`src/rtl/rv_stream_source.sv`:
```
// rtl/rv_stream_source.sv - ready/valid strided word generator; optional out_last under RV_SRC_LAST_EN
module rv_stream_source #(
    parameter int DATA_W = 32,
    parameter int LEN_W  = 16
) (
    input  logic              clk,
    input  logic              rst_n,
    input  logic              cmd_valid,
    output logic              cmd_ready,
    input  logic [DATA_W-1:0] cmd_base,
    input  logic [DATA_W-1:0] cmd_stride,
    input  logic [LEN_W-1:0]  cmd_len,
    output logic              out_valid,
    input  logic              out_ready,
    output logic [DATA_W-1:0] out_data,
    output logic              busy,
    output logic              done
`ifdef RV_SRC_LAST_EN
    ,
    output logic              out_last
`endif
);

    typedef enum logic {
        IDLE = 1'b0,
        RUN  = 1'b1
    } state_t;

    state_t             r_state;
    state_t             w_next_state;
    logic               r_ready_en;
    logic [DATA_W-1:0]  r_data;
    logic [DATA_W-1:0]  r_stride;
    logic [LEN_W-1:0]   r_rem;
    logic               r_done;
    logic               w_cmd_fire;
    logic               w_out_fire;
    logic               w_len_zero;
    logic               w_last_word;
    logic               w_done_next;

    // r_ready_en keeps cmd_ready low through reset and for the release edge itself
    assign cmd_ready   = r_ready_en && (r_state == IDLE);
    assign out_valid   = (r_state == RUN);
    assign busy        = (r_state == RUN);
    assign out_data    = r_data;
    assign done        = r_done;

    assign w_cmd_fire  = cmd_valid && cmd_ready;
    assign w_out_fire  = out_valid && out_ready;
    assign w_len_zero  = (cmd_len == '0);
    assign w_last_word = (r_rem == LEN_W'(1));

`ifdef RV_SRC_LAST_EN
    assign out_last    = busy && w_last_word;
`endif

    always_ff @(posedge clk) begin
        if (!rst_n) begin
            r_state <= IDLE;
        end else begin
            r_state <= w_next_state;
        end
    end

    always_comb begin
        w_next_state = r_state;
        w_done_next  = 1'b0;
        case (r_state)
            IDLE: begin
                if (w_cmd_fire) begin
                    if (w_len_zero) begin
                        w_done_next = 1'b1;
                    end else begin
                        w_next_state = RUN;
                    end
                end
            end
            RUN: begin
                if (w_out_fire && w_last_word) begin
                    w_next_state = IDLE;
                    w_done_next  = 1'b1;
                end
            end
            default: w_next_state = IDLE;
        endcase
    end

    always_ff @(posedge clk) begin
        if (!rst_n) begin
            r_ready_en <= 1'b0;
            r_data     <= '0;
            r_stride   <= '0;
            r_rem      <= '0;
            r_done     <= 1'b0;
        end else begin
            r_ready_en <= 1'b1;
            r_done     <= w_done_next;
            if (w_cmd_fire && !w_len_zero) begin
                r_data   <= cmd_base;
                r_stride <= cmd_stride;
                r_rem    <= cmd_len;
            end else if (w_out_fire) begin
                // modulo-2^DATA_W advance; carry out is intentionally dropped
                r_data <= r_data + r_stride;
                r_rem  <= r_rem - LEN_W'(1);
            end
        end
    end

endmodule

```
`config.mk`:
```
export PLATFORM = sky130hd
export DESIGN_NAME = rv_stream_source
export DESIGN_NICKNAME = d
export VERILOG_FILES = /design/src/rtl/rv_stream_source.sv
export SDC_FILE = /design/constraint.sdc
export NUM_CORES = 1
export LEC_CHECK = 0
export BUFFER_PORTS_ARGS = -buffer_cell sky130_fd_sc_hd__buf_2
export CAP_MARGIN = 20
export CORE_MARGIN = 2
export CORE_UTILIZATION = 56
export CTS_BUF_LIST = sky130_fd_sc_hd__clkbuf_8
export CTS_CLUSTER_SIZE = 10
export DETAILED_ROUTE_END_ITERATION = 7
export PLACE_DENSITY = 0.86
export SKIP_CTS_REPAIR_TIMING = 1
export SYNTH_ARGS = -nofsm -noshare
export SYNTH_HDL_FRONTEND = slang
export SYNTH_SLANG_ARGS = --single-unit
```
`constraint.sdc`:
```
create_clock -name clk -period 3.4 [get_ports clk]
set_input_delay 0.34 -clock clk [delete_from_list [all_inputs] [get_ports clk]]
set_output_delay 0.34 -clock clk [all_outputs]
set_load 0.005 [all_outputs]
```
==> run metrics <==
register area 0.00166 mm²; drt initial violations 378; chip width 99.6 µm; Tot Pwr 2.26 mW; status completed; Worst-Margin Slew 0.905 ns; critical setup path kind flop to flop; r2r endpoint out_data[24]; startpoint types flop; Critical path origin out_data[0]; multi-input logic area 0.00326 mm²; CTS buffer count 9; Post-Synthesis Cell Area 0.00512 mm²; top cells by count, synth nand2_1 (114), a21oi_1 (89), dfxtp_1 (83), nor2_1 (40), ha_1 (33); crit path cell chain ha_1 -> fa_1 -> a21o_1 -> a221oi_4 -> o21a_4 -> o21ai_4 -> a41o_4 -> a21o_1 -> a221o_1; most numerous cell on the critical path a21o_1; CORE AREA 0.00881 mm²; vias in the first global route 5190; top post-synthesis cells by area dfxtp_1 (32%), a21oi_1 (8.7%), nand2_1 (8.4%); Hold Crit Depth 3; most frequent cell after synthesis nand2_1; Initial Util 58.1%; DP Worst Slack 0.726 ns; pwr/cell area 380 mW/mm²; IO Count 120; Crit-path slowest cell fa_1; Crit. End Element flop; post-synthesis cell type count 70; Wirelength per Cell 17.1 µm; final setup vio count 0; Fin Setup TNS 0 ns; Max IR drop VDD 0.000218 V; final hold vios 0; Critical Path Stages 9; Chip Height 99.6 µm; clk buf depth 2; Synth Area per Inst 7.85 µm²; max frequency 371 MHz; worst r2r src out_data[0]; Syn Nets 770; GRT Total Usage 29.9%; leading area contributor after synthesis dfxtp_1; P&R area growth vs syn 16.2%; Worst EP arrival 2.94 ns; Detail Route Antenna Nets 0; port buffer count 119; share of synthesized flip-flops with an asynchronous set or reset 0%; sequential area share after synthesis 32.5%; CP required 3.64 ns; die area 0.00992 mm²; Tcrit/Tclk final 79.3%; first-pass GRT wire length 24500 µm; FF+latch count, synth 83; CTS tree done; Hold Crit Class input pin to flop; Rows 34; final period demand of the worst path 2.70 ns; FF-to-FF setup slack 0.70 ns; vias per cell 6.25; Util after Layout 67.5%; Slew HR 39.6%; GP Congestion 0.967; FF-to-FF path depth 9; Crit path max-delay family compound AO/OA/AOI/OAI gates; FILL cells 778; RSZ-0062 raised after global routing false; Post-Route WL 14700 µm; Critical Path End out_data[24]; grt total ovfl 0; CP peak stage delay 0.40 ns; Final Net Count 866; DRC Markers 0; # diodes 0; Sink Count 83; Crit path buffers/inverters 0; top-area cell type share of the netlist area 32.5%; maximum fanout along the worst path 7; Max-Cap Viols 0; clk slew on worst S/H paths 0.09 ns; Setup WS post-layout 0.704 ns; Detailed Place HPWL 10800 µm; Synth warnings 0; Main synth FF type dfxtp_1; vias 5379; largest net degree at the start of global routing 55; initial antenna violation count 0; Slew Limit Fails 0; Layout Skew 0.0125 ns; htree depth 3; Synth Instances 652; clk root buf clkbuf_8; clk_lat worst skew 0.36 ns; Lkg Pwr 2.71 nW; share of cells above drive strength 1 21.0%; drt pass-1 iters 6; number of synthesized flops with an enable pin 0
worst min-delay path, delay by kind of cell:
kind / cells / cell delay, ns
buf+inv: 1 / 0.09
compound gates: 1 / 0.05
simple gates: 1 / 0.04
final cells by class:
type	instances	share of cell area, %
Multi-Input combinational cell	517	54.8
Sequential cell	83	28.0
Timing Repair Buffer	126	10.9
Clock buffer	11	2.55
Tap cell	108	2.27
Clock inverter	4	0.842
Inverter	11	0.695
layout by cell type, fill, tap and decap left out, drive strengths merged, types with 3 or more instances in the layout:
master  count
a211o       3
a211oi      4
a21o       19
a21oi      90
a221o       3
a221oi     10
a222oi      3
a22o        3
a22oi      19
a31oi       4
and2        4
and3       15
buf       126
clkbuf     11
dfxtp      83
ha         33
inv        11
mux2i       3
nand2     114
nand3      18
nand3b      3
nand4       9
nor2       40
nor2b       4
nor3       12
nor4        7
o211ai      5
o21a        5
o21ai      15
o21bai      4
o22ai       9
o311ai      4
or4         5
xnor2      12
xor2       11
layer usage:
layer	global-route usage, %	wire [µm]	up-vias
li1	-	-	2591
met1	41.3	6590	2530
met5	0	0	-
met3	4.50	1130	26
met2	47.4	6720	232
met4	11.2	296	0
kinds of logic after synthesis:
logic type / share of synthesized area (%)
simple gates: 21.1
compound gates: 28.8
flops: 32.5
buf+inv: 4.16
fa+ha+maj: 8.46
xor+xnor: 3.94
mux: 1.03
flip-flops by register name, indices dropped and copies added (netlist names):
register / count
done: 1
busy: 1
r_rem: 16
out_data: 32
r_ready_en: 1
r_stride: 32
worst min path at each step:
stage	slack, ns	startpoint	endpoint
floorplan	0.37	rst_n	r_ready_en
global placement	0.45	r_stride[4]	r_stride[4]
detailed placement	0.45	r_stride[23]	r_stride[23]
CTS	0.21	cmd_stride[5]	r_stride[5]
global route	0.22	cmd_stride[5]	r_stride[5]
finish	0.21	cmd_stride[11]	r_stride[11]
power by group:
group	leakage [nW]	switching [mW]	internal, mW
Combinational	1.94	0.268	0.182
Clock	0.0974	0.357	0.374
Sequential	0.678	0.0475	1.03
through the flow:
stage          std cells  instance area (µm²)  hold WS, ns
6_report             860                 5940        0.207
5_1_grt              860                 5940        0.217
4_1_cts              860                 5940        0.206
3_5_place_dp         845                 5740        0.454
3_3_place_gp         845                 5740        0.449
2_1_floorplan        652                 5120        0.368
(Power assumes the default switching activity.)
